===== config.mk =====
export PLATFORM = sky130hd
export DESIGN_NAME = float_to_int_pipe
export DESIGN_NICKNAME = d
export VERILOG_FILES = /design/src/rtl/float_to_int_pipe.sv
export SDC_FILE = /design/constraint.sdc
export NUM_CORES = 1
export LEC_CHECK = 0
export CORE_ASPECT_RATIO = 1.4
export CORE_MARGIN = 5
export CORE_UTILIZATION = 47
export CTS_CLUSTER_SIZE = 30
export DETAILED_ROUTE_END_ITERATION = 8
export GPL_TIMING_DRIVEN = 0
export PLACE_DENSITY = 0.7
export SYNTH_ARGS = -nofsm -noshare
export SYNTH_HDL_FRONTEND = slang
export SYNTH_SLANG_ARGS = --single-unit

===== constraint.sdc =====
create_clock -name clk -period 2.7 [get_ports clk]
set_input_delay 0.54 -clock clk [delete_from_list [all_inputs] [get_ports clk]]
set_output_delay 0.54 -clock clk [all_outputs]
set_load 0.01 [all_outputs]

===== src/rtl/float_to_int_pipe.sv =====
// ---------------------------------------------------------------------------
// float_to_int_pipe
//
// Converts a small unsigned-exponent float {sign, exp, man} into a saturating
// two's-complement integer through a three-stage pipeline:
//   stage 1  decode/shift    : integer part of 0.man x 2^exp, half bit
//   stage 2  round/negate    : optional +1/2 rounding, negated magnitude
//   stage 3  saturate/output : overflow/underflow flags, registered result
//
// The operand value is (-1)^sign x 0.man x 2^exp. man is used literally (no
// hidden bit), and man == 0 is zero whatever the sign and exponent.
//
// Optional feature (macro F2I_ROUND_NEAREST_EN):
//   defined   : magnitude rounds half away from zero before saturation
//   undefined : magnitude truncates toward zero (default build)
//   Latency is three cycles in both builds.
//
// Parameters
//   EXP_W  exponent width, unsigned (1..6)
//   MAN_W  explicit significand width (2..16)
//   INT_W  signed result width (2..32)
//
// Ports
//   clk          rising-edge clock
//   reset        asynchronous active-high reset
//   float_i      operand {sign, exp, man}
//   valid_i      float_i valid this cycle
//   ready_o      converter accepts float_i this cycle (= pipeline enable)
//   int_o        two's-complement result
//   overflow     result saturated (qualified by valid_o)
//   underflow    nonzero operand converted to 0 (qualified by valid_o)
//   valid_o      int_o / overflow / underflow valid
//   ready_i      downstream accepts the result
//   clr_count_i  synchronous clear of ovf_count_o (wins over increment)
//   ovf_count_o  saturating count of delivered overflow results
// ---------------------------------------------------------------------------
module float_to_int_pipe #(
   parameter int EXP_W = 4,
   parameter int MAN_W = 8,
   parameter int INT_W = 8
) (
   input  logic                   clk,
   input  logic                   reset,
   input  logic [EXP_W+MAN_W:0]   float_i,
   input  logic                   valid_i,
   output logic                   ready_o,
   output logic [INT_W-1:0]       int_o,
   output logic                   overflow,
   output logic                   underflow,
   output logic                   valid_o,
   input  logic                   ready_i,
   input  logic                   clr_count_i,
   output logic [7:0]             ovf_count_o
);

   // Largest exponent value; the shifter is wide enough that no exponent can
   // push significand bits off the top, and the integer part always has at
   // least INT_W+1 bits.
   localparam int EMAX = (1 << EXP_W) - 1;
   localparam int SH_W = MAN_W + EMAX + INT_W;

   // Magnitude limits (INT_W+1 bits so a rounding carry is still visible).
   localparam logic [INT_W:0]   MAG_MAX_POS = {2'b00, {(INT_W-1){1'b1}}};
   localparam logic [INT_W:0]   MAG_MAX_NEG = {2'b01, {(INT_W-1){1'b0}}};
   localparam logic [INT_W-1:0] SAT_POS     = {1'b0, {(INT_W-1){1'b1}}};
   localparam logic [INT_W-1:0] SAT_NEG     = {1'b1, {(INT_W-1){1'b0}}};

   // ------------------------------------------------------------------------
   // Handshake: the whole pipeline advances together.
   // ------------------------------------------------------------------------
   logic en;
   assign en      = ~valid_o | ready_i;
   assign ready_o = en;

   // ------------------------------------------------------------------------
   // Stage 1: decode and shift
   // ------------------------------------------------------------------------
   logic             sign_in;
   logic [EXP_W-1:0] exp_in;
   logic [MAN_W-1:0] man_in;
   assign {sign_in, exp_in, man_in} = float_i;

   logic [SH_W-1:0]  int_part;
   logic             s1_big_d;
   logic [INT_W-1:0] s1_mag_d;
   logic             s1_half_d;

   // NOTE: every signal assigned in an always_comb gets a default first, so no
   // path through the block can leave it unassigned and infer a latch.
   always_comb begin
      // floor(0.man x 2^exp): scale man by 2^exp, then drop the MAN_W
      // fraction bits.
      int_part  = (SH_W'(man_in) << exp_in) >> MAN_W;
      s1_big_d  = |int_part[SH_W-1:INT_W];   // magnitude >= 2^INT_W
      s1_mag_d  = int_part[INT_W-1:0];
      s1_half_d = 1'b0;
`ifdef F2I_ROUND_NEAREST_EN
      // The 2^-1 bit of the scaled value is man[MAN_W-1-exp]; it only exists
      // while exp < MAN_W.
      if (int'(exp_in) < MAN_W)
         s1_half_d = |(man_in & (MAN_W'(1) << (MAN_W - 1 - int'(exp_in))));
`endif
   end

   logic             s1_valid_q;
   logic             s1_sign_q;
   logic             s1_nz_q;
   logic             s1_big_q;
   logic [INT_W-1:0] s1_mag_q;
   logic             s1_half_q;

   // ------------------------------------------------------------------------
   // Stage 2: round and negate
   // ------------------------------------------------------------------------
   logic [INT_W:0]   s2_mag_d;
   logic [INT_W-1:0] s2_neg_d;

   always_comb begin
      // Half bit is 0 in the truncating build, so this is a plain copy there.
      s2_mag_d = {1'b0, s1_mag_q} + {{INT_W{1'b0}}, s1_half_q};
      s2_neg_d = INT_W'(0) - s2_mag_d[INT_W-1:0];
   end

   logic             s2_valid_q;
   logic             s2_sign_q;
   logic             s2_nz_q;
   logic             s2_big_q;
   logic [INT_W:0]   s2_mag_q;
   logic [INT_W-1:0] s2_neg_q;

   // ------------------------------------------------------------------------
   // Stage 3: saturate and flag
   // ------------------------------------------------------------------------
   logic [INT_W:0]   mag_lim;
   logic             ovf_d;
   logic             unf_d;
   logic [INT_W-1:0] int_d;

   always_comb begin
      // A negative result may reach 2^(INT_W-1), a positive one only 2^(INT_W-1)-1.
      mag_lim = s2_sign_q ? MAG_MAX_NEG : MAG_MAX_POS;
      ovf_d   = s2_big_q | (s2_mag_q > mag_lim);
      // Flags are exclusive: a saturated result is never an underflow.
      unf_d   = s2_nz_q & ~ovf_d & (s2_mag_q == '0);
      if (ovf_d)
         int_d = s2_sign_q ? SAT_NEG : SAT_POS;
      else
         int_d = s2_sign_q ? s2_neg_q : s2_mag_q[INT_W-1:0];
   end

   // ------------------------------------------------------------------------
   // Control state: valid chain and registered outputs
   // ------------------------------------------------------------------------
   // NOTE: sequential state is written with non-blocking assignments so every
   // stage samples the value its predecessor held before this clock edge.
   always_ff @(posedge clk or posedge reset) begin
      if (reset) begin
         s1_valid_q <= 1'b0;
         s2_valid_q <= 1'b0;
         valid_o    <= 1'b0;
         int_o      <= '0;
         overflow   <= 1'b0;
         underflow  <= 1'b0;
      end else if (en) begin
         s1_valid_q <= valid_i;
         s2_valid_q <= s1_valid_q;
         valid_o    <= s2_valid_q;
         // Outputs only load real results; during a bubble they keep the last
         // one, which valid_o already marks as stale.
         if (s2_valid_q) begin
            int_o     <= int_d;
            overflow  <= ovf_d;
            underflow <= unf_d;
         end
      end
   end

   // ------------------------------------------------------------------------
   // Payload registers
   // ------------------------------------------------------------------------
   // NOTE: payload registers have no reset: they are only ever read through
   // their stage valid bit, which is reset, so clearing them adds nothing.
   always_ff @(posedge clk) begin
      if (en && valid_i) begin
         s1_sign_q <= sign_in;
         s1_nz_q   <= |man_in;
         s1_big_q  <= s1_big_d;
         s1_mag_q  <= s1_mag_d;
         s1_half_q <= s1_half_d;
      end
      if (en && s1_valid_q) begin
         s2_sign_q <= s1_sign_q;
         s2_nz_q   <= s1_nz_q;
         s2_big_q  <= s1_big_q;
         s2_mag_q  <= s2_mag_d;
         s2_neg_q  <= s2_neg_d;
      end
   end

   // ------------------------------------------------------------------------
   // Overflow counter: counts results actually handed downstream.
   // ------------------------------------------------------------------------
   logic [7:0] cnt_d;

   always_comb begin
      cnt_d = ovf_count_o;
      if (clr_count_i)
         cnt_d = '0;
      else if (valid_o && ready_i && overflow && (ovf_count_o != 8'hFF))
         cnt_d = ovf_count_o + 8'd1;
   end

   always_ff @(posedge clk or posedge reset) begin
      if (reset)
         ovf_count_o <= '0;
      else
         ovf_count_o <= cnt_d;
   end

endmodule


# After elaboration in Yosys (flattened, before gate mapping)
# Index checks and enable logic that the tools add are counted.
# totals
inputBits	18
reg_bits	51
elab_cells	43
output_inout_bits	20
# op_classes
n_shift	1
muxes	6
bitwise_logic	6
n_lt_le_gt_ge	1
n_eq_ne	1
n_reduce_logical	10
addsub	2
# ops
cell	n
8-bit 2-to-1 mux	6
8-bit by 4-bit left shift with 31-bit output	1
15-bit OR reduction	1
9-bit zero test	1
8-bit by 1-bit adder with 8-bit output, second input constant	1
8-bit > comparator	1
8-bit inequality test, second input constant	1
8-bit OR reduction	1
1-bit by 8-bit subtractor with 8-bit output, first input constant	1
1-bit logical AND	5
1-bit bitwise AND	2
1-bit NOT	2
1-bit OR	2
2-bit AND reduction	1
2-bit nonzero test	1

# Longest topological paths before layout
# depth
word_depth	6
depth_mapped	9
ltp_nobuf	7

# Worst setup path after synthesis
# OpenSTA, ideal clock, no wires.
# synth_path
path_kind	reg-to-reg
from	register s2_sign_q
to	register int_o[1]
setup_slack_ns	0.406
path_buffers	2
setup_time_ns	0.143
arrival_time_ns	2.151
stages_incl_launch_ff	9
required_ns	2.557
synth_period_minus_slack_ns	2.294
path_cell_list	edfxtp_1 > buf_2 > inv_1 > ha_1 > nand4_1 > o21ai_0 > and4_1 > buf_6 > a211oi_1
# synth_between
elab_chain_len	4
elab_cells_between_ends	6
cone_classes	1 x order compare; 4 x mux; 1 x bitwise
# synth_lines
element	line	source
start, declared	125	logic s2_sign_q;
start signal, assigned	192	s2_sign_q <= s1_sign_q;
8-bit 2-to-1 mux	141, 146	
8-bit > comparator	142	ovf_d = s2_big_q | (s2_mag_q > mag_lim);
1-bit OR	142	
8-bit 2-to-1 mux *	145	if (ovf_d)
end signal, assigned	171	int_o <= int_d;
end, declared	47	output logic [INT_W-1:0] int_o,
# Every way passes the cells marked *; elsewhere a longest branch is shown, timed or not.
# A chain may end at the register's enable or synchronous reset.

# Worst setup path after layout
# layout_path
from	register s2_sign_q
to	register int_o[0]
# Same word-level chain as after synthesis.

==> flow_summary.yaml <==
placement:
  numPortBuffers: 35
  post-place-ws_ns: 0.0888
  globalplace.congestion: 0.875
  place.detailed.hpwl_um: 3970
worst_setup_path:
  crit-reg2reg-launch: "s2_sign_q"
  path_class: "reg -> reg"
  reg2reg_to: "int_o[0]"
  arrival_ns: 2.70
  endpoint_kind: "register"
  start_kind: "register"
  r2r_cells: 8
  worst-r2r-setup-slack_ns: 0.22
  critPathMaxFanout: 9
  critPathRequiredTime_ns: 2.92
clock_tree:
  cts-root-buf: "clkbuf_8"
  clkTransAtPathRegs_ns: 0.09
  cts_tree: "done"
  clk-insertion-delay-late_ns: 0.30
  htree_levels: 2
  cts.sinks: 50
  cts_buffers: 5
  clockBufferDepth: 2
  cts_setup_buffers: 0
hold_path:
  hold_path_end: "s2_sign_q"
  hp-class: "reg -> reg"
  holdCritStartpoint: "s1_sign_q"
  whs_path_depth: 0
synthesis:
  synth.top_cell.area_share: 0.328
  yosys_warnings: 0
  async_reset_ff_frac: 0.420
  synth_area_leaders: "edfxtp_1 33%, dfrtp_1 20%, mux2i_1 6.0%"
  synth-seq-cells: 50
  synth_edf_count: 29
  synth_common_cells: "29 x edfxtp_1, 24 x nor2_1, 21 x dfrtp_1, 16 x mux2i_1, 16 x nand2_1"
  synth_ff_type: "edfxtp_1"
  syn_avg_cell_area_um2: 11.2
  yosysMostFrequentCell: "edfxtp_1"
  syn_inst: 237
  synth.net_count: 265
  synth_area_leader_cell: "edfxtp_1"
  ys_types: 46
  yosysSeqAreaShare: 0.525
  netlist_area_mm2: 0.00266
timing:
  relSlewSlack: 0.482
  fmax_mhz: 402
  hold_viol: 0
  tightestPinTransition_ns: 0.776
  rsz0062_at_grt: "no"
  timing.final.ws_setup_ns: 0.215
  min_period_ns: 2.48
  final_max_slew_viol_count: 0
  fin_crit_sh: 0.920
  tns_ns: 0
  setup_viol_count_final: 0
  fin_skew_ns: 0.00581
floorplanning:
  io_pins: 38
  core-area_mm2: 0.00553
  rows: 32
  initial_core_util: 0.481
  die_x_um: 73.6
  die-area_mm2: 0.00728
  die_h_um: 99.0
layout:
  fin_nets: 307
  multi_input_area_mm2: 0.00117
  syn2layout_area_growth_pct: 19.8
  diodes: 0
  final_layout_size_suffix_gt1_frac: 0.0893
  fillers: 487
  seqCellArea_mm2: 0.00140
route:
  drcViolationCount: 0
  met1_length_um: 1820
  drt-vias-per-instance: 5.52
  avgRoutedWirePerCell_um: 14.2
  vias: 1922
  wl_met2_um: 2770
  ant_nets: 0
  dr.pass1.iters: 4
  dr_wl_met3_um: 199
  routed_wl_um: 4950
  dr.max_layer_used: "met4"
  drtIter0Drc: 41
pwr:
  leakagePower_nw: 1.20
  ir_drop_mv: 0.262
  p_per_area_mw_per_mm2: 682
grt:
  first_global_vias: 1884
  grt-ovfl-total: 0
  grt_use_total: 0.148
  grt_max_degree: 22
  antenna_found_initial: 0
  grt_pass1_wl_um: 8520
run_status:
  status: "completed"
job:
  maxCapViolCount: 0
[flip-flops by register name, summed over array words and instances (netlist names), 7 cells and up]
name and cells:
ovf_count_o 8, s2_neg_q 8, s1_mag_q 8, s2_mag_q 7
int_o 8
[stage by stage]
step	instance area [um2]	total power, mW	hold slack, ns	std cells	utilization
after CTS	3180	2.19	0.439	348	0.576
after global routing	3180	2.31	0.460	348	0.576
final	3180	2.17	0.434	348	0.576
after global placement	3090	1.74	0.402	340	0.560
after detailed placement	3090	1.76	0.415	340	0.560
after floorplan	2660	1.47	0.400	237	-
[power breakdown]
part	internal, mW	total (mW)	switching [mW]
Sequential	0.979	1.07	0.0932
Combinational	0.334	0.657	0.322
Clock	0.190	0.441	0.251
[worst max-delay path, cell delays in order, from the launching register on]
cell and delay [ns]:
edfxtp_1 0.50, buf_2 0.31, inv_1 0.15, ha_1 0.34, nand4_1 0.13, a211o_1 0.38, and4_1 0.24, buf_6 0.13
a211oi_2 0.21
[metal layers]
metal | up-vias | GRT usage
met1 | 912 | 0.150
met3 | 13 | 0.0255
li1 | 953 | -
met4 | 0 | 0.0739
met5 | - | 0
met2 | 44 | 0.277
[worst max path at each step]
stage	start	endpoint	slack, ns	cells past startpoint
6_report	s2_sign_q	int_o[0]	0.22	8
3_5_place_dp	s2_sign_q	int_o[3]	0.09	8
4_1_cts	s2_sign_q	int_o[3]	0.06	8
5_1_grt	s2_sign_q	int_o[0]	0.04	8
3_3_place_gp	s2_sign_q	int_o[6]	0.11	8
2_1_floorplan	s2_sign_q	int_o[1]	0.41	8
[kinds of logic (layout without fill, tap and decap cells)]
family / after synthesis / in the layout / synth area share
AOI/OAI and AO/OA: 41 / 41 / 0.113
xor gates and xnor gates: 12 / 12 / 0.0395
adders and majority gates: 10 / 10 / 0.0471
buffers and inverters: 20 / 63 / 0.0334
DFF: 50 / 50 / 0.525
muxes: 22 / 22 / 0.0857
and+or+nand+nor: 82 / 82 / 0.156
[placed cells by master, fill, tap and decap left out, types with 3 or more instances in the layout]
cell             instances
a211oi_1                 5
a21oi_1                  7
and2_1                   4
buf_2                    5
clkbuf_1                 3
clkbuf_8                 5
clkdlybuf4s50_1         35
dfrtp_1                 21
edfxtp_1                29
ha_1                    10
inv_1                   10
mux2_2                   6
mux2i_1                 16
nand2_1                 16
nand2b_1                 5
nand3_1                  5
nand4_1                  3
nor2_1                  24
nor2b_1                  5
nor3_1                   6
nor4_1                   5
o21ai_0                  9
o22ai_1                  5
xnor2_1                 10
[layout make-up]
| type | instances | share of cell area |
|---|---|---|
| Sequential cell | 50 | 0.439 |
| Multi-Input combinational cell | 167 | 0.368 |
| Timing Repair Buffer | 35 | 0.110 |
| Tap cell | 68 | 0.0267 |
| Clock buffer | 6 | 0.0228 |
| Buffer | 10 | 0.0161 |
| Inverter | 10 | 0.0118 |
| Clock inverter | 2 | 0.00550 |
[repair_timing]
action,in CTS,in global routing
setup endpoints to repair,0,8
hold buffers,0,0
gates resized for setup,0,1
No activity file was read; power rests on OpenSTA's default activity.
==> patch 1: new RTL, same settings <==
`EXP_W`: 4 -> 6.
--- a/src/rtl/float_to_int_pipe.sv
+++ b/src/rtl/float_to_int_pipe.sv
@@ -35,7 +35,7 @@
 //   ovf_count_o  saturating count of delivered overflow results
 // ---------------------------------------------------------------------------
 module float_to_int_pipe #(
-   parameter int EXP_W = 4,
+   parameter int EXP_W = 6,
    parameter int MAN_W = 8,
    parameter int INT_W = 8
 ) (
Interface: changed (resized float_i); port bits go from 38 to 40. The function was not compared with the original's and may differ.
==> patch 1 against the original RTL <==
Worst setup slack worse by 0.12 ns. Total power up 2.8%. Routed wire length up 18%. Sequential cell count unchanged. Design area up 7.4%. Clock skew down 0.0025 ns. Final cell count up 12%. Synthesized cell count up 14%. Area after synthesis up 5.6%. Largest power group unchanged.
==> patch 1: results (changes against the original RTL) <==
[routing]
wl_met2_um=3206  ; +16%
wl_um=5850  ; +18%
m1WireLength_um=2218  ; +22%
vias_per_cell=5.654  ; +2.4%
wl_met3_um=240  ; +21%
drt-initial-drc-count=101  ; +150%
vias=2205  ; +15%

[logic_synthesis]
seq_area_frac_synth_pct=49.75  ; -2.8 points
yosysUniqueCellTypes=58  ; +26%
synth_fa_ha_area_share_pct=4.815  ; +0.11 points
synth_mux_area_share_pct=4.949  ; -3.6 points
synth_fp_nets=301  ; +14%
synth-compound-area-share_pct=13.82  ; +2.6 points
synthCells=271  ; +14%
synthTopCellsByCount=edfxtp_1, nor2_1, dfrtp_1, nand2_1, a21oi_1
yosys-top-cells-area=edfxtp_1, dfrtp_1, ha_1
synth_xor_area_share_pct=3.433  ; -0.52 points

[clocking]
clockBufferDepth=2  ; unchanged
path_clk_slew_ns=0.08

[cells_and_area]
drive_gt1_share_pct=10.94  ; +2.0 points

[placement]
placed_cell_area_sq_um=3264  ; +5.5%
place_ws_ns=-0.3957  ; -0.4845 ns
place_inst=378  ; +11%
port_buffers=37  ; +5.7%
gp_congestion=0.9157  ; +4.7%

[global_routing]
grt_use_met3_pct=2.383  ; -0.17 points
use_met2_pct=29.94  ; +2.3 points
grt_pass1_wl_um=9528  ; +12%
grt_use_total_pct=16.15  ; +1.4 points
grt_pass1_vias=2100  ; +11%
use_met1_pct=17.33  ; +2.3 points

[power]
p_clk_mw=0.508  ; +15%
peakVddDrop_v=0.0002363  ; -9.9%
power_frac_comb_pct=29.5  ; -0.8 points
fin_total_pwr_mw=2.229  ; +2.8%
internal_power_mw=1.573  ; +4.7%
p_leak_nw=1.329  ; +11%

[critical_path]
crit_slowest_cell=clkdlybuf4s50_1
arrival_ns=2.66  ; -0.04 ns
cp_top_family=compound AO/OA/AOI/OAI gates
critPathMaxFanout=6  ; -3

[timing]
slew_headroom_pct=48.88  ; +0.64 points
skew_ns=0.003342  ; -0.002466 ns

[outcome]
status=completed

## patch 1: cell types whose count changed after synthesis, moves of 3 or more
cell / delta
a21oi_1: +13
mux2i_1: -7
a211oi_1: -5
nand2_1: +5
nor2_1: +5
buf_2: -4
clkbuf_1: +3
mux2_2: -3
nand3_1: +3
o22ai_1: +3
xnor2_1: -3
## patch 1: worst paths after layout
| path | cells after the start | from | endpoint | slack, ns |
|---|---|---|---|---|
| worst max-delay path | 7 | float_i[10] | s1_big_q$_DFFE_PP_ | 0.09 |
| worst min-delay path | 0 | s1_nz_q$_DFFE_PP_ | s2_nz_q$_DFFE_PP_ | 0.42 |
| worst max register to register | 8 | s2_sign_q$_DFFE_PP_ | int_o[7]$_DFFE_PP0P_ | 0.26 |
| worst min register to register | 0 | s1_nz_q$_DFFE_PP_ | s2_nz_q$_DFFE_PP_ | 0.42 |
| max in group asynchronous | 2 | reset | int_o[6]$_DFFE_PP0P_ | 1.55 |
| min in group asynchronous | 2 | reset | ovf_count_o[1]$_DFFE_PP0P_ | 0.68 |
## patch 1: kinds of logic after synthesis
family                   Yosys count
AND/OR/NAND/NOR                  103
AO/OA/AOI/OAI                     61
flip-flops                        50
buffers and inverters             22
multiplexers                      13
XOR/XNOR                          11
adder cells (fa/ha/maj)           11
## patch 1: timing repair
item,CTS,global route
pin swaps,1,0
setup endpoints to repair,1,11
hold endpoints to repair,0,0
hold buffers,0,0
buffers inserted,0,4
gates resized for setup,4,5
## patch 1: final cells by class
class | count | area [sq um]
Sequential cell | 50 | 1396
Timing Repair Buffer | 41 | 405.4
Buffer | 11 | 67.56
Fill cell | 507 | 2405
Clock buffer | 5 | 68.82
Clock inverter | 3 | 40.04
Tap cell | 70 | 87.58
Multi-Input combinational cell | 199 | 1310
Inverter | 11 | 41.29
==> patch 2: new RTL, same settings <==
Without the edit above. Reset style: synchronous (`reset`), changed in 2 clocked blocks. Comments in the files are not updated.
--- a/src/rtl/float_to_int_pipe.sv
+++ b/src/rtl/float_to_int_pipe.sv
@@ -153,7 +153,7 @@
    // ------------------------------------------------------------------------
    // NOTE: sequential state is written with non-blocking assignments so every
    // stage samples the value its predecessor held before this clock edge.
-   always_ff @(posedge clk or posedge reset) begin
+   always_ff @(posedge clk) begin
       if (reset) begin
          s1_valid_q <= 1'b0;
          s2_valid_q <= 1'b0;
@@ -210,7 +210,7 @@
          cnt_d = ovf_count_o + 8'd1;
    end
 
-   always_ff @(posedge clk or posedge reset) begin
+   always_ff @(posedge clk) begin
       if (reset)
          ovf_count_o <= '0;
       else
Function: differs if reset is asserted again (counterexample within 4 cycles, from zero or initial values and one cycle with reset high); with reset held inactive, the same outputs for 10 cycles.
==> patch 2 against the original RTL <==
Routed wire length grew 6.7%. Design area is 0.75% higher. Sequential share of layout area down 3.6 points. Highest routed layer unchanged. Worst setup slack worse by 0.019 ns. Sequential cell count is the same. Area after synthesis rose by 0.52%. Critical path type unchanged.
Power is not compared: it rests on default switching activity, and its combinational part moved more than twofold at a synthesized area within 25%.
==> patch 2: results (changes against the original RTL) <==
[outcome]
status=completed

[placement]
dp_hpwl_um=4127  ; +4.0%
place_inst=357  ; +5.0%
gp_congestion=0.9251  ; +5.8%
port_buffers=34  ; -2.9%

[logic_synthesis]
synth_edf_count=29  ; unchanged
netlist_area_sq_um=2671  ; +0.52%
synthCells=255  ; +7.6%
synth_fp_nets=283  ; +6.8%
seq_area_frac_synth_pct=48.34  ; -4.2 points
synthTopCellsByCount=edfxtp_1, dfxtp_1, nor2_1, nand2_1, nor3_1
yosysUniqueCellTypes=50  ; +8.7%
yosys-top-cells-area=edfxtp_1, dfxtp_1, ha_1
synth-async-reset-ratio_pct=0  ; -42 points

[global_routing]
grt_use_total_pct=15.20  ; +0.43 points
grt_pass1_wl_um=8783  ; +3.1%
grt_pass1_vias=1986  ; +5.4%
grt_max_degree=20  ; -9.1%

[critical_path]
arrival_ns=2.70  ; about the same
critPathMaxFanout=10  ; +1
critPathMaxStageDelay_ns=0.49
crit_slowest_cell=edfxtp_1

[routing]
drt-initial-drc-count=83  ; +100%
wl_um=5283  ; +6.7%
wl_per_cell_um=14.47  ; +1.7%
first_pass_iters=4  ; unchanged
vias=2054  ; +6.9%

[timing]
tightest_slew_ns=0.7802  ; +0.004696 ns
skew_ns=0.005403  ; -0.0004048 ns

[power]
peakVddDrop_v=0.0003281
p_leak_nw=1.147

[cells_and_area]
drive_gt1_share_pct=11.11  ; +2.2 points
antennaDiodeCount=0  ; unchanged
final_nets=324  ; +5.5%

[clocking]
cts_buffers=5  ; unchanged
clk_latency_ns=0.30  ; about the same
clockBufferDepth=2  ; unchanged
post_cts_buffers=0  ; unchanged
root_buffer=clkbuf_8
htree_levels=2  ; unchanged
path_clk_slew_ns=0.09  ; about the same
ctsResizeCount=0  ; unchanged

[worst_hold_path]
hold_path.class=flip-flop to flip-flop

[patch 2: cell count changes in the layout (fill, tap and decap cells not counted), moves of 5 or more]
| cell | unedited run | this run |
|---|---|---|
| a211oi_1 | 5 | 0 |
| a221oi_2 | 0 | 6 |
| clkbuf_1 | 3 | 9 |
| dfrtp_1 | 21 | 0 |
| dfxtp_1 | 0 | 21 |
| mux2i_1 | 16 | 9 |
| nor3_1 | 6 | 15 |
| o21ai_0 | 9 | 14 |
| o21bai_1 | 0 | 6 |
[patch 2: through the flow]
| stage | hold WS (ns) | area (sq um) | setup slack [ns] |
|---|---|---|---|
| 2_1_floorplan | 0.4003 | 2671 | 0.4459 |
| 6_report | 0.4283 | 3207 | 0.1966 |
| 3_5_place_dp | 0.4088 | 3097 | 0.04126 |
| 4_1_cts | 0.4298 | 3207 | 0.1840 |
| 5_1_grt | 0.4354 | 3207 | 0.05391 |
| 3_3_place_gp | 0.4029 | 3097 | 0.02763 |
[patch 2: final cells by class]
type                            count  area, sq um
Multi-Input combinational cell    180         1275
Tap cell                           68        85.08
Fill cell                         461         2318
Timing Repair Buffer               34        340.3
Buffer                             14        63.81
Clock buffer                        6        72.57
Inverter                           11        41.29
Sequential cell                    50         1291
Clock inverter                      2        37.54
[patch 2: power breakdown]
part | switching [mW] | total (mW) | internal [mW]
clock network | 0.238 | 0.515 | 0.276
registers | 0.0262 | 0.880 | 0.853
logic | 0.126 | 0.237 | 0.111
total | 0.390 | 1.63 | 1.24
[patch 2: logic make-up (layout without fill, tap and decap cells)]
group / Yosys count / in the layout / share of synthesized area, %
compound gates: 54 / 54 / 15.97
xor+xnor: 12 / 12 / 3.934
fa+ha+maj: 10 / 10 / 4.684
buf+inv: 25 / 67 / 3.934
flops: 50 / 50 / 48.34
mux: 15 / 15 / 5.902
simple gates: 89 / 89 / 17.24
[patch 2: worst max-delay path, delay by kind of cell, from the launching register on]
kind	cells	cell delay, ns
buf+inv	3	0.68
compound gates	2	0.47
fa+ha+maj	1	0.35
flops	1	0.49
simple gates	3	0.41
[patch 2: worst paths after layout]
path,start,endpoint,slack [ns],cells after the start
worst min-delay path,s1_nz_q$_DFFE_PP_,s2_nz_q$_DFFE_PP_,0.43,0
worst min register to register,s1_nz_q$_DFFE_PP_,s2_nz_q$_DFFE_PP_,0.43,0
worst max register to register,s2_sign_q$_DFFE_PP_,underflow$_SDFFE_PP0P_,0.20,9
worst max-delay path,s2_sign_q$_DFFE_PP_,underflow$_SDFFE_PP0P_,0.20,9
[patch 2: metal layers]
layer,track usage [%],up-vias,wire [um]
li1,-,1027,-
met1,16.18,950,2049
met2,26.16,58,2768
met3,3.033,19,235
met4,10.32,0,230
met5,0,-,0
